==> src/rtl/vga_avalon_plotter_pkg.sv <==
// rtl/vga_avalon_plotter_pkg.sv - shared constants, register map and types for the pixel plotter
// Pixel field widths here fix the layout of pixel_t stored in the plot FIFO.
package vga_plot_pkg;

  localparam int DEF_H_RES    = 160;
  localparam int DEF_V_RES    = 120;
  localparam int PIX_X_W      = 8;
  localparam int PIX_Y_W      = 7;
  localparam int PIX_COLOUR_W = 8;

  localparam logic [3:0] ADDR_PLOT   = 4'd0;
  localparam logic [3:0] ADDR_CLEAR  = 4'd1;
  localparam logic [3:0] ADDR_STATUS = 4'd2;
  localparam logic [3:0] ADDR_DROPS  = 4'd3;

  typedef enum logic [1:0] {
    ST_IDLE  = 2'd0,
    ST_DRAIN = 2'd1,
    ST_FILL  = 2'd2
  } state_t;

  typedef struct packed {
    logic [PIX_COLOUR_W-1:0] colour;
    logic [PIX_Y_W-1:0]      y;
    logic [PIX_X_W-1:0]      x;
  } pixel_t;

endpackage

==> src/rtl/vga_avalon_plotter_if.sv <==
// rtl/vga_avalon_plotter_if.sv - Avalon-MM register port plus vga_adapter-style pixel port
// The master side is the interconnect/bench; the slave side is the plotter.
interface vga_avalon_plotter_if #(
  parameter int X_W      = 8,
  parameter int Y_W      = 7,
  parameter int COLOUR_W = 8
);
  logic [3:0]          address;
  logic                read;
  logic [31:0]         readdata;
  logic                write;
  logic [31:0]         writedata;
  logic                waitrequest;
  logic                pix_plot;
  logic [X_W-1:0]      pix_x;
  logic [Y_W-1:0]      pix_y;
  logic [COLOUR_W-1:0] pix_colour;

  modport slave (
    input  address, read, write, writedata,
    output readdata, waitrequest, pix_plot, pix_x, pix_y, pix_colour
  );

  modport master (
    output address, read, write, writedata,
    input  readdata, waitrequest, pix_plot, pix_x, pix_y, pix_colour
  );
endinterface

==> src/rtl/vga_avalon_plotter_fifo.sv <==
// rtl/vga_avalon_plotter_fifo.sv - synchronous FIFO of pixel_t with level output
// Push when full and pop when empty are ignored; DEPTH must be a power of two.
module plot_fifo
  import vga_plot_pkg::*;
#(
  parameter int DEPTH = 8
) (
  input  logic                   clk,
  input  logic                   rst_n,
  input  logic                   i_push,
  input  pixel_t                 i_data,
  input  logic                   i_pop,
  output pixel_t                 o_data,
  output logic                   o_full,
  output logic                   o_empty,
  output logic [$clog2(DEPTH):0] o_level
);
  localparam int AW = $clog2(DEPTH);
  localparam int LW = AW + 1;
  localparam logic [LW-1:0] FULL_LEVEL = LW'(DEPTH);

  pixel_t        r_mem [DEPTH];
  logic [AW-1:0] r_wr_ptr;
  logic [AW-1:0] r_rd_ptr;
  logic [LW-1:0] r_level;
  logic          w_push;
  logic          w_pop;

  assign o_full  = (r_level == FULL_LEVEL);
  assign o_empty = (r_level == '0);
  assign w_push  = i_push && !o_full;
  assign w_pop   = i_pop && !o_empty;
  assign o_data  = r_mem[r_rd_ptr];
  assign o_level = r_level;

  always_ff @(posedge clk) begin
    if (w_push) r_mem[r_wr_ptr] <= i_data;
  end

  always_ff @(posedge clk or negedge rst_n) begin
    if (!rst_n) begin
      r_wr_ptr <= '0;
      r_rd_ptr <= '0;
      r_level  <= '0;
    end else begin
      if (w_push) r_wr_ptr <= r_wr_ptr + AW'(1);
      if (w_pop)  r_rd_ptr <= r_rd_ptr + AW'(1);
      case ({w_push, w_pop})
        2'b10:   r_level <= r_level + LW'(1);
        2'b01:   r_level <= r_level - LW'(1);
        default: ;
      endcase
    end
  end
endmodule

==> src/rtl/vga_avalon_plotter.sv <==
// rtl/vga_avalon_plotter.sv - Avalon-MM plot/clear engine feeding a vga_adapter pixel port
// Queued plots drain one per cycle; CLEAR sweeps the whole screen with a latched colour.
module vga_avalon_plotter
  import vga_plot_pkg::*;
#(
  parameter int H_RES      = DEF_H_RES,
  parameter int V_RES      = DEF_V_RES,
  parameter int X_W        = PIX_X_W,
  parameter int Y_W        = PIX_Y_W,
  parameter int COLOUR_W   = PIX_COLOUR_W,
  parameter int FIFO_DEPTH = 8
) (
  input logic                 clk,
  input logic                 reset_n,
  vga_avalon_plotter_if.slave bus
);
  localparam int LW = $clog2(FIFO_DEPTH) + 1;
  localparam logic [X_W-1:0] X_LAST = X_W'(H_RES - 1);
  localparam logic [Y_W-1:0] Y_LAST = Y_W'(V_RES - 1);

  state_t              r_state;
  state_t              w_state_nxt;
  logic [X_W-1:0]      w_x;
  logic [Y_W-1:0]      w_y;
  logic [COLOUR_W-1:0] w_colour;
  logic                w_in_range;
  logic                w_plot_wr;
  logic                w_clear_wr;
  logic                w_plot_stall;
  logic                w_clear_stall;
  logic                w_push;
  logic                w_drop;
  logic                w_clear_go;
  logic                w_pop;
  logic                w_fill_step;
  logic                w_busy;
  logic                w_full;
  logic                w_empty;
  logic [LW-1:0]       w_level;
  pixel_t              w_push_pix;
  pixel_t              w_head;
  logic [31:0]         w_readdata;
  logic [X_W-1:0]      r_fill_x;
  logic [Y_W-1:0]      r_fill_y;
  logic [COLOUR_W-1:0] r_fill_colour;
  logic [31:0]         r_drops;
  logic                r_pix_plot;
  logic [X_W-1:0]      r_pix_x;
  logic [Y_W-1:0]      r_pix_y;
  logic [COLOUR_W-1:0] r_pix_colour;

  assign w_colour   = bus.writedata[COLOUR_W-1:0];
  assign w_x        = bus.writedata[16 +: X_W];
  assign w_y        = bus.writedata[24 +: Y_W];
  assign w_in_range = (32'(w_x) < 32'(H_RES)) && (32'(w_y) < 32'(V_RES));
  assign w_plot_wr  = bus.write && (bus.address == ADDR_PLOT);
  assign w_clear_wr = bus.write && (bus.address == ADDR_CLEAR);
  assign w_busy     = (r_state != ST_IDLE);

  // Off-screen plots are swallowed even when the FIFO is full, so they never stall.
  assign w_plot_stall  = w_plot_wr && w_in_range && w_full;
  assign w_clear_stall = w_clear_wr && (w_busy || !w_empty);
  assign w_push        = w_plot_wr && w_in_range && !w_full;
  assign w_drop        = w_plot_wr && !w_in_range;
  assign w_clear_go    = w_clear_wr && !w_clear_stall;

  assign w_push_pix.colour = w_colour;
  assign w_push_pix.y      = w_y;
  assign w_push_pix.x      = w_x;

  plot_fifo #(.DEPTH(FIFO_DEPTH)) u_fifo (
    .clk     (clk),
    .rst_n   (reset_n),
    .i_push  (w_push),
    .i_data  (w_push_pix),
    .i_pop   (w_pop),
    .o_data  (w_head),
    .o_full  (w_full),
    .o_empty (w_empty),
    .o_level (w_level)
  );

  // IDLE pops straight away so a lone plot reaches the pixel port two cycles after acceptance.
  always_comb begin
    w_state_nxt = r_state;
    w_pop       = 1'b0;
    w_fill_step = 1'b0;
    unique case (r_state)
      ST_IDLE, ST_DRAIN: begin
        if (!w_empty) begin
          w_pop       = 1'b1;
          w_state_nxt = ((w_level > LW'(1)) || w_push) ? ST_DRAIN : ST_IDLE;
        end else if (w_clear_go) begin
          w_state_nxt = ST_FILL;
        end else begin
          w_state_nxt = ST_IDLE;
        end
      end
      ST_FILL: begin
        w_fill_step = 1'b1;
        if ((r_fill_x == X_LAST) && (r_fill_y == Y_LAST)) w_state_nxt = ST_IDLE;
      end
      default: w_state_nxt = ST_IDLE;
    endcase
  end

  always_ff @(posedge clk or negedge reset_n) begin
    if (!reset_n) r_state <= ST_IDLE;
    else          r_state <= w_state_nxt;
  end

  always_ff @(posedge clk or negedge reset_n) begin
    if (!reset_n) begin
      r_fill_x      <= '0;
      r_fill_y      <= '0;
      r_fill_colour <= '0;
      r_drops       <= '0;
      r_pix_plot    <= 1'b0;
      r_pix_x       <= '0;
      r_pix_y       <= '0;
      r_pix_colour  <= '0;
    end else begin
      r_pix_plot <= w_pop || w_fill_step;
      if (w_clear_go) begin
        r_fill_x      <= '0;
        r_fill_y      <= '0;
        r_fill_colour <= w_colour;
      end else if (w_fill_step) begin
        if (r_fill_x == X_LAST) begin
          r_fill_x <= '0;
          r_fill_y <= r_fill_y + Y_W'(1);
        end else begin
          r_fill_x <= r_fill_x + X_W'(1);
        end
      end
      if (w_pop) begin
        r_pix_x      <= w_head.x;
        r_pix_y      <= w_head.y;
        r_pix_colour <= w_head.colour;
      end else if (w_fill_step) begin
        r_pix_x      <= r_fill_x;
        r_pix_y      <= r_fill_y;
        r_pix_colour <= r_fill_colour;
      end
      if (w_drop && (r_drops != '1)) r_drops <= r_drops + 32'd1;
    end
  end

  always_comb begin
    w_readdata = '0;
    if (bus.read && !bus.write) begin
      case (bus.address)
        ADDR_STATUS: w_readdata = {16'b0, 8'(w_level), 5'b0, w_empty, w_full, w_busy};
        ADDR_DROPS:  w_readdata = r_drops;
        default:     w_readdata = '0;
      endcase
    end
  end

  assign bus.readdata    = w_readdata;
  assign bus.waitrequest = w_plot_stall || w_clear_stall;
  assign bus.pix_plot    = r_pix_plot;
  assign bus.pix_x       = r_pix_x;
  assign bus.pix_y       = r_pix_y;
  assign bus.pix_colour  = r_pix_colour;
endmodule

==> src/flat_wrapper.sv <==
// flat-port wrapper written by rule: the top's interface ports become plain ports
module vga_avalon_plotter_flat import vga_plot_pkg::*;
#(
  parameter int H_RES      = DEF_H_RES,
  parameter int V_RES      = DEF_V_RES,
  parameter int X_W        = PIX_X_W,
  parameter int Y_W        = PIX_Y_W,
  parameter int COLOUR_W   = PIX_COLOUR_W,
  parameter int FIFO_DEPTH = 8
)
  (clk, reset_n, bus_address, bus_read, bus_write, bus_writedata, bus_readdata, bus_waitrequest, bus_pix_plot, bus_pix_x, bus_pix_y, bus_pix_colour);
  vga_avalon_plotter_if #(.X_W(X_W), .Y_W(Y_W), .COLOUR_W(COLOUR_W)) bus_i ();
  input logic clk;
  input logic reset_n;
  input wire logic [$bits(bus_i.address)-1:0] bus_address;
  input wire logic [$bits(bus_i.read)-1:0] bus_read;
  input wire logic [$bits(bus_i.write)-1:0] bus_write;
  input wire logic [$bits(bus_i.writedata)-1:0] bus_writedata;
  output wire logic [$bits(bus_i.readdata)-1:0] bus_readdata;
  output wire logic [$bits(bus_i.waitrequest)-1:0] bus_waitrequest;
  output wire logic [$bits(bus_i.pix_plot)-1:0] bus_pix_plot;
  output wire logic [$bits(bus_i.pix_x)-1:0] bus_pix_x;
  output wire logic [$bits(bus_i.pix_y)-1:0] bus_pix_y;
  output wire logic [$bits(bus_i.pix_colour)-1:0] bus_pix_colour;
  assign bus_i.address = bus_address;
  assign bus_i.read = bus_read;
  assign bus_i.write = bus_write;
  assign bus_i.writedata = bus_writedata;
  assign bus_readdata = bus_i.readdata;
  assign bus_waitrequest = bus_i.waitrequest;
  assign bus_pix_plot = bus_i.pix_plot;
  assign bus_pix_x = bus_i.pix_x;
  assign bus_pix_y = bus_i.pix_y;
  assign bus_pix_colour = bus_i.pix_colour;
  vga_avalon_plotter #(.H_RES(H_RES), .V_RES(V_RES), .X_W(X_W), .Y_W(Y_W), .COLOUR_W(COLOUR_W), .FIFO_DEPTH(FIFO_DEPTH)) u_core (.clk(clk), .reset_n(reset_n), .bus(bus_i));
endmodule
==> config.mk <==
export PLATFORM = sky130hd
export DESIGN_NAME = vga_avalon_plotter_flat
export DESIGN_NICKNAME = d
export VERILOG_FILES = /design/src/rtl/vga_avalon_plotter_pkg.sv /design/src/rtl/vga_avalon_plotter_if.sv /design/src/rtl/vga_avalon_plotter_fifo.sv /design/src/rtl/vga_avalon_plotter.sv /design/src/flat_wrapper.sv
export SDC_FILE = /design/constraint.sdc
export NUM_CORES = 1
export LEC_CHECK = 0
export ABC_AREA = 1
export BUFFER_PORTS_ARGS = -buffer_cell sky130_fd_sc_hd__buf_2
export CAP_MARGIN = 20
export CORE_UTILIZATION = 54
export CTS_CLUSTER_DIAMETER = 40
export DETAILED_ROUTE_END_ITERATION = 16
export PLACE_DENSITY = 0.77
export SLEW_MARGIN = 5
export SYNTH_ARGS = -nofsm -noshare
export SYNTH_HDL_FRONTEND = slang
export SYNTH_SLANG_ARGS = --single-unit
==> constraint.sdc <==
create_clock -name clk -period 2.6 [get_ports clk]
set_input_delay 0.39 -clock clk [delete_from_list [all_inputs] [get_ports clk]]
set_output_delay 0.39 -clock clk [all_outputs]
set_load 0.01 [all_outputs]
Word level (Yosys, flattened, before mapping)
Memories as Yosys holds them, arrays and structs flattened.
Cells that the tools add are included.

storage, ports and cells
  bits in latches = 0
  input port bits = 40
  memories kept = 1
  bits in read-only memories = 0
  register bits = 91
  bits in writable memories = 184

memory list
  memory               depth  width  rd ports  clocked after Yosys merged registers in  wr ports  line                           text
  u_core.u_fifo.r_mem  8      23     1         0                                        1         vga_avalon_plotter_fifo.sv:22  pixel_t r_mem [DEPTH];

operators by class
  $lt $le $gt $ge = 3
  $mul = 0
  bitwise operators = 0
  shifts and indexed selects = 0
  div/mod/pow operators = 0
  reductions and logical operators = 33
  muxes and demuxes = 25
  equality and inequality tests = 12
  $add $sub $neg = 7

operators with widths
  cell                                                             number
  32-bit case mux with 2 select lines                              1
  8-bit two-way mux                                                7
  7-bit two-way mux                                                5
  32-bit by 1-bit adder with 32-bit output, second input constant  1
  32-bit two-way mux                                               1
  32-bit inequality test, second input constant                    1
  1-bit logical AND                                                14
  2-bit nonzero test                                               5
  8-bit by 1-bit adder with 8-bit output, second input constant    1
  4-bit by 2-bit == test with 1-bit output, second input constant  2
  8-bit == test, second input constant                             1
  4-bit zero test                                                  2
  8-bit < comparator, second input constant                        1
  4-bit case mux with 2 select lines                               1
  7-bit by 1-bit adder with 7-bit output, second input constant    1
  7-bit == test, second input constant                             1
  7-bit < comparator, second input constant                        1
  3-bit by 1-bit adder with 3-bit output, second input constant    2
  1-bit two-way mux                                                6
  2-bit two-way mux                                                3
  1-bit zero test                                                  5
  4-bit by 1-bit adder with 4-bit output, second input constant    1
  2-bit by 1-bit == test with 1-bit output, second input constant  2
  2-bit == test, second input constant                             2
  other kinds (10)                                                 13

Longest topological paths before layout
Gate-level depths: netlist (run 1).

  word-level depth = 9
  mapped depth = 12

Cells and area by module
Synthesis (run 1) repeated with hierarchy kept, for this count alone.

unflattened totals
  cell total of the unflattened synthesis = 1581
  area total of the unflattened synthesis = 13317.8 sq um

modules (own cells, without submodules)
  module              cells an instance  area each (sq um)  times used
  plot_fifo           876                8531.9             1
  vga_avalon_plotter  705                4785.8             1

Worst setup path after synthesis (run 1)
No wires, ideal clock.

  path kind = register to register
  start = reg u_core.u_fifo.r_level[0] (netlist: u_core.u_fifo.o_level[0])
  end = mem u_core.u_fifo.r_mem[0][0] (netlist name) (enable)
  data required time = 2.197 ns
  period minus slack after synthesis = 2.796 ns
  path buffers = 0
  stages on the path, launching flop included = 9
  data arrival time = 2.393 ns
  path slack = -0.196 ns
  cells stage by stage = dfrtp_1 -> inv_1 -> ha_1 -> inv_1 -> nor3_1 -> inv_1 -> nand3_1 -> or2_2 -> nor2_1

on the way
  longest elaborated chain between the ends = 6

RTL lines
  element                                    line                                                     text
  start, declared                            vga_avalon_plotter_fifo.sv:25                            logic [LW-1:0] r_level;
  start signal, assigned                     vga_avalon_plotter_fifo.sv:49                            2'b10: r_level <= r_level + LW'(1);
  start signal, assigned                     vga_avalon_plotter_fifo.sv:50                            2'b01: r_level <= r_level - LW'(1);
  4-bit == test *                            vga_avalon_plotter_fifo.sv:29                            assign o_full = (r_level == FULL_LEVEL);
  1-bit zero test *                          vga_avalon_plotter_fifo.sv:31, vga_avalon_plotter.sv:63
  1-bit logical AND                          vga_avalon_plotter.sv:63                                 assign w_push = w_plot_wr && w_in_range && !w_full;
  1-bit logical AND *                        vga_avalon_plotter_fifo.sv:31                            assign w_push = i_push && !o_full;
  1-bit two-way mux *                        vga_avalon_plotter_fifo.sv:37                            if (w_push) r_mem[r_wr_ptr] <= i_data;
  1-bit two-way mux (implied by the code) *  vga_avalon_plotter_fifo.sv:37
  end, declared                              vga_avalon_plotter_fifo.sv:22

Every way passes the cells marked *; elsewhere a longest branch is shown, timed or not.

Final worst setup path (run 1)
  start = reg u_core.u_fifo.r_level[0] (netlist: u_core.u_fifo.o_level[0])
  end = out bus_readdata[1]

on the way
  longest elaborated chain between the ends = 3

RTL lines
  element                              line                           text
  4-bit == test                        vga_avalon_plotter_fifo.sv:29
  32-bit case mux with 2 select lines  vga_avalon_plotter.sv:152      case (bus.address)
  32-bit two-way mux                   vga_avalon_plotter.sv:151      if (bus.read && !bus.write) begin
  end, declared                        flat_wrapper.sv:19             output wire logic [$bits(bus_i.readdata)-1:0] bus_readdata;

No other way between the ends.

==> run_summary.xml, run 1 <==
<?xml version="1.0" encoding="UTF-8"?>
<metrics>
  <group name="floorplanning">
    <metric name="die_height" unit="microns">155</metric>
    <metric name="ioPinCount" unit="">97</metric>
    <metric name="rows" unit="">55</metric>
    <metric name="start_util" unit="">0.555</metric>
    <metric name="floorplan.die_area" unit="sq um">24100</metric>
    <metric name="core_area" unit="sq um">22800</metric>
    <metric name="die_x" unit="microns">155</metric>
  </group>
  <group name="clock_network">
    <metric name="worst_setup_hold_path_clk_slew" unit="ns">0.06</metric>
    <metric name="clock_path_buffers" unit="">3</metric>
    <metric name="cts_buffers" unit="">36</metric>
    <metric name="cts_tree" unit="">yes</metric>
    <metric name="cts-htree-levels" unit="">2</metric>
    <metric name="cts_setup_buffers" unit="">0</metric>
    <metric name="clock_latency" unit="ns">0.53</metric>
    <metric name="clock_tree.root_cell" unit="">sky130_fd_sc_hd__clkbuf_16</metric>
    <metric name="clock_sink_count" unit="">275</metric>
  </group>
  <group name="yosys">
    <metric name="adder_cell_share_of_the_synthesized_area" unit="">0.00987</metric>
    <metric name="netlist_area_pre_place" unit="sq um">12700</metric>
    <metric name="ys_seq_area_frac" unit="">0.616</metric>
    <metric name="post_synth_and_or_nand_nor_area_fraction" unit="">0.218</metric>
    <metric name="synth_xor_area_frac" unit="">0.0159</metric>
    <metric name="dominantRegCellSynth" unit="">sky130_fd_sc_hd__edfxtp_1</metric>
    <metric name="synthCells" unit="">1331</metric>
    <metric name="post_synth.cell_area_avg" unit="sq um">9.52</metric>
    <metric name="synthArstFlopShare" unit="">0.331</metric>
    <metric name="yosys_warnings" unit="">0</metric>
    <metric name="ys_types" unit="">33</metric>
    <metric name="synth.ff_latch_count" unit="">275</metric>
    <metric name="synth_edf_count" unit="">184</metric>
    <metric name="mux_share_of_post_synthesis_cell_area" unit="">0</metric>
    <metric name="main_combinational_cell_family_by_area_after_synthesis" unit="">simple AND/OR/NAND/NOR gates</metric>
    <metric name="synth-compound-area-share" unit="">0.0926</metric>
    <metric name="synth_fp_nets" unit="">1381</metric>
  </group>
  <group name="final_layout">
    <metric name="layout.cells.most_common" unit="">sky130_fd_sc_hd__nand2_1</metric>
    <metric name="drive_above_1_share" unit="">0.147</metric>
    <metric name="most-common-layout-cells" unit="">sky130_fd_sc_hd__nand2_1 (323), sky130_fd_sc_hd__nor2_1 (210), sky130_fd_sc_hd__edfxtp_1 (184), sky130_fd_sc_hd__o21ai_0 (144), sky130_fd_sc_hd__dfrtp_1 (90)</metric>
    <metric name="diodes" unit="">0</metric>
    <metric name="final.fill_count" unit="">1787</metric>
    <metric name="finish.net_count" unit="">1484</metric>
    <metric name="final_area" unit="sq um">14800</metric>
    <metric name="area.growth.synth_to_final" unit="%">16.5</metric>
    <metric name="finish.utilization" unit="">0.646</metric>
  </group>
  <group name="routing">
    <metric name="drtAntennaViolNets" unit="">0</metric>
    <metric name="initial_drt_pass_iterations" unit="">7</metric>
    <metric name="routed_wirelength" unit="mm">29.0</metric>
    <metric name="drc_errors" unit="">0</metric>
    <metric name="dr_total_vias" unit="">9560</metric>
    <metric name="detailedRoute.firstIterationViolations" unit="">1010</metric>
    <metric name="avgViaCountPerCell" unit="">5.39</metric>
    <metric name="detail_route.wl_per_cell" unit="microns">16.4</metric>
  </group>
  <group name="timing">
    <metric name="setup_viol_count_final" unit="">0</metric>
    <metric name="finalSetupTns" unit="ns">0</metric>
    <metric name="min_period_over_period" unit="">0.940</metric>
    <metric name="finalHoldViolCount" unit="">0</metric>
    <metric name="worst_slew_margin_rel" unit="">0.532</metric>
    <metric name="max_clock_freq" unit="MHz">409</metric>
    <metric name="finalCriticalPeriod" unit="ns">2.44</metric>
    <metric name="worst_clock_skew" unit="ns">0.0248</metric>
    <metric name="setup_repair_after_global_routing_missed_its_margin" unit="">no</metric>
    <metric name="hold-worst-slack" unit="ns">0.135</metric>
    <metric name="worst_slew_pin_slew" unit="ns">0.702</metric>
    <metric name="finalMaxSlewViolations" unit="">0</metric>
  </group>
  <group name="grt">
    <metric name="overflow" unit="">0</metric>
    <metric name="first_pass_grt_wire_length" unit="mm">45.9</metric>
    <metric name="antenna_found_initial" unit="">0</metric>
    <metric name="grt_start_max_net_pins" unit="">73</metric>
    <metric name="grt_pass1_vias" unit="">8869</metric>
    <metric name="grt_usage" unit="">0.246</metric>
  </group>
  <group name="critical_path">
    <metric name="timing.critical_path.mode_cell" unit="">sky130_fd_sc_hd__inv_1</metric>
    <metric name="cpMaxStageDelayCell" unit="">sky130_fd_sc_hd__dfrtp_1</metric>
    <metric name="critPathMaxStageDelay" unit="ns">0.46</metric>
    <metric name="cp.required" unit="ns">2.21</metric>
    <metric name="timing.critical_path.fanout_max" unit="">7</metric>
    <metric name="cp-end-kind" unit="">primary output</metric>
    <metric name="crit_path_cell_trace" unit="">inv_1 -&gt; ha_1 -&gt; inv_1 -&gt; nor3_1 -&gt; nand2_1 -&gt; a21oi_1 -&gt; buf_2</metric>
    <metric name="worst_ep_arrival_time" unit="ns">2.05</metric>
    <metric name="cp_num_buf_inv" unit="">3</metric>
    <metric name="worstSetupStartpointType" unit="">flip-flop</metric>
    <metric name="path_delay_family" unit="">flip-flops</metric>
    <metric name="worstSetupPathType" unit="">flip-flop to primary output</metric>
  </group>
  <group name="placed_design">
    <metric name="port_buffers" unit="">87</metric>
    <metric name="placed_area" unit="sq um">13600</metric>
    <metric name="gp_congestion" unit="">0.927</metric>
    <metric name="dp_hpwl" unit="mm">18.5</metric>
  </group>
  <group name="power_and_ir_drop">
    <metric name="p_per_area" unit="nW/um^2">954</metric>
    <metric name="p_leak" unit="uW">0.00596</metric>
    <metric name="ir_drop" unit="mV">0.727</metric>
  </group>
  <group name="run_status">
    <metric name="status" unit="">finished, final reports clean</metric>
  </group>
  <group name="flow_run">
    <metric name="cap_viol_max_count" unit="">0</metric>
  </group>
  <group name="min_path">
    <metric name="min_path_type" unit="">input pin to flip-flop</metric>
  </group>
</metrics>
repair_timing:
action,4_1_cts,5_1_grt
endpoints found under the setup margin,0,1
endpoints found under the hold margin,23,0
resized for setup,0,1
hold buffers,1,0
report_power, final:
group          switching, uW  internal [uW]
registers                291           5080
clock network           1860           2960
logic                   2610           1260
total                   4760           9310
synth_stat cells, types with 3 or more instances:
| master | number | area, sq um |
|---|---|---|
| sky130_fd_sc_hd__nand2_1 | 323 | 1210 |
| sky130_fd_sc_hd__nor2_1 | 218 | 818 |
| sky130_fd_sc_hd__edfxtp_1 | 184 | 5530 |
| sky130_fd_sc_hd__o21ai_0 | 144 | 721 |
| sky130_fd_sc_hd__dfrtp_1 | 91 | 2280 |
| sky130_fd_sc_hd__inv_1 | 85 | 319 |
| sky130_fd_sc_hd__nand3_1 | 56 | 280 |
| sky130_fd_sc_hd__o211ai_1 | 46 | 345 |
| sky130_fd_sc_hd__clkbuf_1 | 34 | 128 |
| sky130_fd_sc_hd__nor3_1 | 26 | 130 |
| sky130_fd_sc_hd__xor2_1 | 17 | 149 |
| sky130_fd_sc_hd__nand4_1 | 16 | 100 |
| sky130_fd_sc_hd__a21oi_1 | 15 | 75.1 |
| sky130_fd_sc_hd__nand2_2 | 13 | 81.3 |
| sky130_fd_sc_hd__buf_2 | 11 | 55.1 |
| sky130_fd_sc_hd__ha_1 | 10 | 125 |
| sky130_fd_sc_hd__buf_1 | 6 | 22.5 |
| sky130_fd_sc_hd__nor2_2 | 6 | 37.5 |
| sky130_fd_sc_hd__xnor2_1 | 6 | 52.6 |
| sky130_fd_sc_hd__buf_6 | 4 | 45.0 |
| sky130_fd_sc_hd__inv_2 | 3 | 11.3 |
final timing paths:
| check | startpoint | endpoint | slack, ns | cells after the start |
|---|---|---|---|---|
| min in group asynchronous | reset_n | u_core.r_drops[16] | 0.34 | 2 |
| min | bus_writedata[16] | u_core.u_fifo.r_mem[1][0] | 0.13 | 1 |
| min reg2reg | u_core.r_fill_colour[7] | u_core.r_fill_colour[7] | 0.47 | 2 |
| max | u_core.u_fifo.o_level[0] | bus_readdata[1] | 0.16 | 7 |
| max reg2reg | u_core.u_fifo.o_level[0] | u_core.u_fifo.r_mem[2][6] | 0.27 | 9 |
| max in group asynchronous | reset_n | u_core.u_fifo.r_rd_ptr[0] | 1.59 | 3 |
through the flow:
step           power (uW)  instances  setup slack (ns)
4_1_cts             14100       1773             0.109
3_3_place_gp         9180       1708             0.291
3_5_place_dp         9280       1708             0.278
5_1_grt             14800       1773            0.0207
6_report            14100       1773             0.156
2_1_floorplan        7970       1331            -0.196
cell type report:
class	instances	area, sq um	area share
clock inverter	18	209	0.0142
sequential	275	7800	0.529
timing repair buffer	121	758	0.0514
tap	313	392	0.0265
inverter	91	347	0.0235
multi-input combinational	909	4280	0.290
clock buffer	46	968	0.0656
registers in the layout, indices dropped and copies added, names as in the netlist:
signal,flops
u_core.bus.pix_colour,8
u_core.bus.pix_plot,1
u_core.bus.pix_x,8
u_core.bus.pix_y,7
u_core.r_drops,32
u_core.r_fill_colour,8
u_core.r_fill_x,8
u_core.r_fill_y,7
u_core.r_state,2
u_core.u_fifo.o_level,4
u_core.u_fifo.r_mem,184
u_core.u_fifo.r_rd_ptr,3
u_core.u_fifo.r_wr_ptr,3
per-layer routing:
metal  global-route usage  part of all wire
met1                0.347              0.44
met2                0.386              0.46
met3               0.0454             0.070
met4               0.0840             0.026
met5                    0                 0
cell families after synthesis:
family	after synthesis
buffers and inverters	147
adder cells (fa/ha/maj)	10
XOR/XNOR	23
flip-flops	275
AND/OR/NAND/NOR	666
AO/OA/AOI/OAI	210
Power figures use the tool's default switching activity.
==> inputs of run 2 (changes only) <==
--- a/config.mk
+++ b/config.mk
@@ -8,10 +8,11 @@
 export ABC_AREA = 1
 export BUFFER_PORTS_ARGS = -buffer_cell sky130_fd_sc_hd__buf_2
 export CAP_MARGIN = 20
-export CORE_UTILIZATION = 54
+export CORE_UTILIZATION = 60
 export CTS_CLUSTER_DIAMETER = 40
 export DETAILED_ROUTE_END_ITERATION = 16
-export PLACE_DENSITY = 0.77
+export PLACE_DENSITY = 0.81
+export SKIP_CTS_REPAIR_TIMING = 1
 export SLEW_MARGIN = 5
 export SYNTH_ARGS = -nofsm -noshare
 export SYNTH_HDL_FRONTEND = slang
==> constraint.sdc (replaced) <==
create_clock -name clk -period 2.43 [get_ports clk]
set_input_delay 0.3645 -clock clk [delete_from_list [all_inputs] [get_ports clk]]
set_output_delay 0.3645 -clock clk [all_outputs]
set_load 0.01 [all_outputs]
==> run_summary.xml, run 2 (synthesis results as in run 1) <==
<?xml version="1.0" encoding="UTF-8"?>
<metrics>
  <group name="grt">
    <metric name="antenna_found_initial" unit="">0</metric>
    <metric name="overflow" unit="">0</metric>
    <metric name="groute.layer.met3.usage" unit="">0.0453</metric>
    <metric name="first_pass_grt_wire_length" unit="mm">48.7</metric>
    <metric name="global_route.usage.met1" unit="">0.407</metric>
    <metric name="grt_usage" unit="">0.289</metric>
    <metric name="grt_start_max_net_pins" unit="">94</metric>
    <metric name="gr-max-usage-layer" unit="">met2</metric>
    <metric name="grt.met2_usage" unit="">0.450</metric>
    <metric name="grt_pass1_vias" unit="">9614</metric>
  </group>
  <group name="power_and_ir_drop">
    <metric name="clkPwrFrac" unit="">0.348</metric>
    <metric name="internal-power" unit="uW">10100</metric>
    <metric name="power.sequential.fraction" unit="">0.372</metric>
    <metric name="netSwitchingFraction" unit="">0.346</metric>
    <metric name="finalPower" unit="uW">15500</metric>
    <metric name="power.combinational.fraction" unit="">0.279</metric>
    <metric name="ir_drop" unit="mV">0.831</metric>
    <metric name="p_leak" unit="uW">0.00603</metric>
    <metric name="p_per_area" unit="nW/um^2">1040</metric>
    <metric name="net_switching_component_of_the_power" unit="uW">5360</metric>
  </group>
  <group name="final_layout">
    <metric name="layout_top_registers" unit="">u_core.u_fifo.r_mem: 184 flops, u_core.r_drops: 32 flops</metric>
    <metric name="finish.net_count" unit="">1492</metric>
    <metric name="area.growth.synth_to_final" unit="%">17.2</metric>
    <metric name="stdcell_count" unit="">1741</metric>
    <metric name="most-common-layout-cells" unit="">sky130_fd_sc_hd__nand2_1 (323), sky130_fd_sc_hd__nor2_1 (210), sky130_fd_sc_hd__edfxtp_1 (184), sky130_fd_sc_hd__o21ai_0 (144), sky130_fd_sc_hd__dfrtp_1 (90)</metric>
    <metric name="largest_register_ff_count" unit="">184</metric>
    <metric name="diodes" unit="">0</metric>
    <metric name="registers.top_by_ff_count" unit="">u_core.u_fifo.r_mem</metric>
    <metric name="layout.cells.most_common" unit="">sky130_fd_sc_hd__nand2_1</metric>
    <metric name="drive_above_1_share" unit="">0.156</metric>
  </group>
  <group name="placed_design">
    <metric name="port_buffers" unit="">87</metric>
    <metric name="dp_hpwl" unit="mm">19.1</metric>
    <metric name="gp_congestion" unit="">0.975</metric>
    <metric name="place_worst_setup_slack" unit="ns">-0.0279</metric>
    <metric name="place_inst" unit="">1672</metric>
  </group>
  <group name="clock_network">
    <metric name="cts-htree-levels" unit="">2</metric>
    <metric name="clock_sink_count" unit="">275</metric>
    <metric name="cts_buffers" unit="">37</metric>
    <metric name="clock_tree.root_cell" unit="">sky130_fd_sc_hd__clkbuf_16</metric>
    <metric name="clock_latency" unit="ns">0.53</metric>
    <metric name="worst_setup_hold_path_clk_slew" unit="ns">0.06</metric>
    <metric name="clock_path_buffers" unit="">3</metric>
    <metric name="cts_tree" unit="">yes</metric>
  </group>
  <group name="critical_path">
    <metric name="reg2reg_setup_slack" unit="ns">0.14</metric>
    <metric name="timing.critical_path.fanout_max" unit="">5</metric>
    <metric name="path_delay_family" unit="">flip-flops</metric>
    <metric name="cp.required" unit="ns">2.07</metric>
    <metric name="critPathMaxStageDelay" unit="ns">0.42</metric>
    <metric name="timing.rr.end" unit="">u_core.u_fifo.r_mem[2][5]</metric>
    <metric name="cpMaxStageDelayCell" unit="">sky130_fd_sc_hd__dfrtp_1</metric>
    <metric name="crit-reg2reg-launch" unit="">u_core.u_fifo.o_level[1]</metric>
    <metric name="worstSetupPathType" unit="">flip-flop to primary output</metric>
    <metric name="worstSetupStartpointType" unit="">flip-flop</metric>
    <metric name="crit_path_start" unit="">u_core.u_fifo.o_level[1]</metric>
    <metric name="cp_num_buf_inv" unit="">3</metric>
    <metric name="worst_ep_arrival_time" unit="ns">1.97</metric>
    <metric name="crit_path_cell_trace" unit="">inv_2 -&gt; ha_2 -&gt; inv_1 -&gt; nor3_2 -&gt; nand2_1 -&gt; a21oi_1 -&gt; buf_2</metric>
    <metric name="timing.reg2reg.worst_path_depth" unit="">9</metric>
    <metric name="cp-end-kind" unit="">primary output</metric>
  </group>
  <group name="floorplanning">
    <metric name="floorplan.die_area" unit="sq um">21700</metric>
    <metric name="start_util" unit="">0.618</metric>
    <metric name="ioPinCount" unit="">97</metric>
    <metric name="die_height" unit="microns">147</metric>
    <metric name="core_area" unit="sq um">20500</metric>
    <metric name="rows" unit="">52</metric>
    <metric name="die_x" unit="microns">147</metric>
  </group>
  <group name="timing">
    <metric name="min_period_over_period" unit="">0.960</metric>
    <metric name="finalCriticalPeriod" unit="ns">2.33</metric>
    <metric name="worst_slew_margin_rel" unit="">0.574</metric>
    <metric name="worst_slew_pin_slew" unit="ns">0.638</metric>
    <metric name="max_clock_freq" unit="MHz">429</metric>
    <metric name="worst_slack_setup_final" unit="ns">0.0966</metric>
    <metric name="setup_viol_count_final" unit="">0</metric>
    <metric name="worst_clock_skew" unit="ns">0.0237</metric>
    <metric name="finalHoldViolCount" unit="">0</metric>
    <metric name="hold-worst-slack" unit="ns">0.116</metric>
    <metric name="finalMaxSlewViolations" unit="">0</metric>
  </group>
  <group name="min_path">
    <metric name="min_path_cells" unit="">1</metric>
    <metric name="worst_hold_startpoint" unit="">bus_writedata[18]</metric>
    <metric name="min_path_type" unit="">input pin to flip-flop</metric>
    <metric name="worst_hold_path.endpoint" unit="">u_core.u_fifo.r_mem[0][2]</metric>
  </group>
  <group name="routing">
    <metric name="avgViaCountPerCell" unit="">5.76</metric>
    <metric name="drc_errors" unit="">0</metric>
    <metric name="drtAntennaViolNets" unit="">0</metric>
    <metric name="routed_wirelength" unit="mm">30.8</metric>
    <metric name="detailedRoute.firstIterationViolations" unit="">953</metric>
    <metric name="initial_drt_pass_iterations" unit="">6</metric>
    <metric name="dr_total_vias" unit="">10000</metric>
    <metric name="detail_route.wl_per_cell" unit="microns">17.7</metric>
  </group>
  <group name="flow_run">
    <metric name="cap_viol_max_count" unit="">0</metric>
  </group>
  <group name="run_status">
    <metric name="status" unit="">finished, final reports clean</metric>
  </group>
</metrics>
## run 2: worst max-delay path by stage
| stage | endpoint | slack, ns | cells past startpoint |
|---|---|---|---|
| global route | bus_waitrequest | -0.006 | 7 |
| CTS | bus_readdata[1] | 0.008 | 7 |
| floorplan | u_core.u_fifo.r_mem[0][0] | -0.37 | 8 |
| global placement | u_core.u_fifo.r_mem[2][12] | 0.005 | 8 |
| finish | bus_readdata[1] | 0.1 | 7 |
| detailed placement | u_core.u_fifo.r_mem[2][12] | -0.03 | 8 |
## run 2: worst register-to-register path, stage by stage, from the launching register on
cell                      delay (ns)
sky130_fd_sc_hd__dfrtp_1        0.41
sky130_fd_sc_hd__inv_2          0.09
sky130_fd_sc_hd__ha_2           0.21
sky130_fd_sc_hd__inv_1          0.07
sky130_fd_sc_hd__nor3_2         0.05
sky130_fd_sc_hd__inv_1          0.09
sky130_fd_sc_hd__nand3_1        0.23
sky130_fd_sc_hd__or2_2          0.44
sky130_fd_sc_hd__nor2_2         0.18
sky130_fd_sc_hd__buf_4          0.24
## run 2: area by class of cell
| class | instances | area, sq um |
|---|---|---|
| clock buffer | 45 | 996 |
| clock inverter | 23 | 249 |
| fill | 1391 | 5650 |
| inverter | 91 | 347 |
| multi-input combinational | 909 | 4290 |
| sequential | 275 | 7800 |
| tap | 270 | 338 |
| timing repair buffer | 128 | 827 |
## run 2: layer usage
layer  vias to the layer above  share of wire
li1                       4707              -
met1                      4764           0.43
met2                       481           0.46
met3                        77          0.081
met4                         0          0.030
met5                         -              0
## run 2: power groups by stage
stage / Sequential [uW] / Clock [uW] / Combinational (uW)
after CTS: 5760 / 5440 / 4280
after global routing: 5820 / 5620 / 4790
after global placement: 5820 / 0 / 4050
after detailed placement: 5830 / 0 / 4190
final: 5770 / 5400 / 4330
after floorplan: 5880 / 0 / 2650
## run 2: per-stage QoR
step | TNS (ns) | util | instance area [sq um]
final | 0 | 0.724 | 14800
after global routing | -0.00650 | 0.724 | 14800
after CTS | 0 | 0.723 | 14800
after detailed placement | -0.424 | 0.663 | 13600
after global placement | 0 | 0.663 | 13600
after floorplan | -33.68 | - | 12700
==> inputs of run 3 (changes only) <==
--- a/config.mk
+++ b/config.mk
@@ -12,6 +12,7 @@
 export CTS_CLUSTER_DIAMETER = 40
 export DETAILED_ROUTE_END_ITERATION = 16
 export PLACE_DENSITY = 0.81
+export RECOVER_POWER = 25
 export SKIP_CTS_REPAIR_TIMING = 1
 export SLEW_MARGIN = 5
 export SYNTH_ARGS = -nofsm -noshare
==> run_summary.xml, run 3 (synthesis results as in run 1) <==
<?xml version="1.0" encoding="UTF-8"?>
<metrics>
  <group name="routing">
    <metric name="detailedRoute.firstIterationViolations" unit="">1016</metric>
    <metric name="dr_total_vias" unit="">10100</metric>
    <metric name="avgViaCountPerCell" unit="">5.78</metric>
    <metric name="drtAntennaViolNets" unit="">0</metric>
    <metric name="initial_drt_pass_iterations" unit="">5</metric>
    <metric name="detail_route.wl_per_cell" unit="microns">17.8</metric>
    <metric name="routed_wirelength" unit="mm">30.9</metric>
    <metric name="drc_errors" unit="">0</metric>
  </group>
  <group name="placed_design">
    <metric name="port_buffers" unit="">87</metric>
    <metric name="place_worst_setup_slack" unit="ns">-0.0279</metric>
    <metric name="placed_area" unit="sq um">13600</metric>
    <metric name="gp_congestion" unit="">0.975</metric>
    <metric name="dp_hpwl" unit="mm">19.1</metric>
  </group>
  <group name="clock_network">
    <metric name="clock_tree.root_cell" unit="">sky130_fd_sc_hd__clkbuf_16</metric>
    <metric name="worst_setup_hold_path_clk_slew" unit="ns">0.06</metric>
    <metric name="clock_sink_count" unit="">275</metric>
    <metric name="clock_path_buffers" unit="">3</metric>
    <metric name="cts_buffers" unit="">37</metric>
    <metric name="cts-htree-levels" unit="">2</metric>
    <metric name="clock_latency" unit="ns">0.53</metric>
    <metric name="cts_tree" unit="">yes</metric>
  </group>
  <group name="timing">
    <metric name="setup_viol_count_final" unit="">0</metric>
    <metric name="max_clock_freq" unit="MHz">427</metric>
    <metric name="worst_clock_skew" unit="ns">0.0213</metric>
    <metric name="min_period_over_period" unit="">0.964</metric>
    <metric name="worst_slew_margin_rel" unit="">0.572</metric>
    <metric name="worst_slew_pin_slew" unit="ns">0.642</metric>
    <metric name="finalCriticalPeriod" unit="ns">2.34</metric>
    <metric name="finalHoldViolCount" unit="">0</metric>
    <metric name="finalMaxSlewViolations" unit="">0</metric>
    <metric name="worst_slack_setup_final" unit="ns">0.0877</metric>
  </group>
  <group name="floorplanning">
    <metric name="floorplan.die_area" unit="sq um">21700</metric>
    <metric name="die_height" unit="microns">147</metric>
    <metric name="rows" unit="">52</metric>
    <metric name="die_x" unit="microns">147</metric>
    <metric name="ioPinCount" unit="">97</metric>
    <metric name="core_area" unit="sq um">20500</metric>
    <metric name="start_util" unit="">0.618</metric>
  </group>
  <group name="critical_path">
    <metric name="crit_path_start" unit="">u_core.u_fifo.o_level[1]</metric>
    <metric name="worst_ep_arrival_time" unit="ns">1.98</metric>
    <metric name="worstSetupPathType" unit="">flip-flop to primary output</metric>
    <metric name="cp-end-kind" unit="">primary output</metric>
    <metric name="cp.required" unit="ns">2.07</metric>
    <metric name="timing.critical_path.fanout_max" unit="">5</metric>
    <metric name="crit_path_cell_trace" unit="">inv_2 -&gt; ha_2 -&gt; inv_1 -&gt; nor3_2 -&gt; nand2_1 -&gt; a21oi_1 -&gt; buf_2</metric>
    <metric name="crit-reg2reg-launch" unit="">u_core.u_fifo.o_level[1]</metric>
    <metric name="cpMaxStageDelayCell" unit="">sky130_fd_sc_hd__dfrtp_1</metric>
    <metric name="cp_num_buf_inv" unit="">3</metric>
    <metric name="critPathMaxStageDelay" unit="ns">0.42</metric>
    <metric name="path_delay_family" unit="">flip-flops</metric>
    <metric name="worstSetupStartpointType" unit="">flip-flop</metric>
  </group>
  <group name="final_layout">
    <metric name="registers.top_by_ff_count" unit="">u_core.u_fifo.r_mem</metric>
    <metric name="final_area" unit="sq um">14800</metric>
    <metric name="layout_top_registers" unit="">u_core.u_fifo.r_mem: 184 flops, u_core.r_drops: 32 flops</metric>
    <metric name="drive_above_1_share" unit="">0.143</metric>
    <metric name="finish.net_count" unit="">1492</metric>
    <metric name="most-common-layout-cells" unit="">sky130_fd_sc_hd__nand2_1 (323), sky130_fd_sc_hd__nor2_1 (210), sky130_fd_sc_hd__edfxtp_1 (184), sky130_fd_sc_hd__o21ai_0 (144), sky130_fd_sc_hd__dfrtp_1 (90)</metric>
    <metric name="layout.cells.most_common" unit="">sky130_fd_sc_hd__nand2_1</metric>
    <metric name="area.growth.synth_to_final" unit="%">17.0</metric>
    <metric name="largest_register_ff_count" unit="">184</metric>
    <metric name="diodes" unit="">0</metric>
  </group>
  <group name="grt">
    <metric name="overflow" unit="">0</metric>
    <metric name="grt_pass1_vias" unit="">9614</metric>
    <metric name="first_pass_grt_wire_length" unit="mm">48.7</metric>
    <metric name="grt_usage" unit="">0.289</metric>
    <metric name="grt_start_max_net_pins" unit="">94</metric>
    <metric name="antenna_found_initial" unit="">0</metric>
  </group>
  <group name="power_and_ir_drop">
    <metric name="ir_drop" unit="mV">0.822</metric>
    <metric name="p_per_area" unit="nW/um^2">1050</metric>
    <metric name="p_leak" unit="uW">0.00597</metric>
  </group>
  <group name="min_path">
    <metric name="min_path_type" unit="">input pin to flip-flop</metric>
    <metric name="worst_hold_startpoint" unit="">bus_writedata[22]</metric>
  </group>
  <group name="run_status">
    <metric name="status" unit="">finished, final reports clean</metric>
  </group>
  <group name="flow_run">
    <metric name="cap_viol_max_count" unit="">0</metric>
  </group>
</metrics>
run 3: per-stage QoR:
step	cells	utilization	setup TNS (ns)	total power, uW	hold WS (ns)
after floorplan	1331	-	-33.68	8530	0.0689
after global placement	1672	0.663	0	9880	0.416
after detailed placement	1672	0.663	-0.424	10000	0.418
after CTS	1740	0.723	0	15500	-0.111
after global routing	1741	0.723	-0.00650	16200	0.192
final	1741	0.723	0	15500	0.186
run 3: layout make-up:
type,count,area (sq um)
clock buffers,45,996
clock inverters,23,249
fillers,1400,5670
inverters,91,347
multi-input cells,909,4290
flip-flops and latches,275,7800
well taps,270,338
repair buffers,128,803
run 3: worst paths after layout:
check,slack [ns],cells after the start,endpoint
min,0.19,2,u_core.u_fifo.r_mem[2][6]
min in group asynchronous,0.42,2,u_core.r_drops[31]
max in group asynchronous,1.35,3,u_core.r_fill_x[4]
max reg2reg,0.13,9,u_core.u_fifo.r_mem[2][5]
max,0.09,7,bus_readdata[1]
min reg2reg,0.49,2,u_core.r_fill_colour[7]
run 3: report_power, final:
group	switching, uW	leakage (uW)	total [uW]	internal [uW]
combinational	2940	0.00260	4340	1400
clock	2100	0.000600	5400	3300
sequential	335	0.00278	5770	5440
total	5380	0.00597	15500	10100
run 3: per-layer routing:
layer / global-route usage / vias to the layer above / share of wire
met2: 0.450 / 506 / 0.46
met3: 0.0453 / 77 / 0.086
met5: 0 / - / 0
li1: - / 4707 / -
met1: 0.407 / 4772 / 0.42
met4: 0.125 / 0 / 0.030
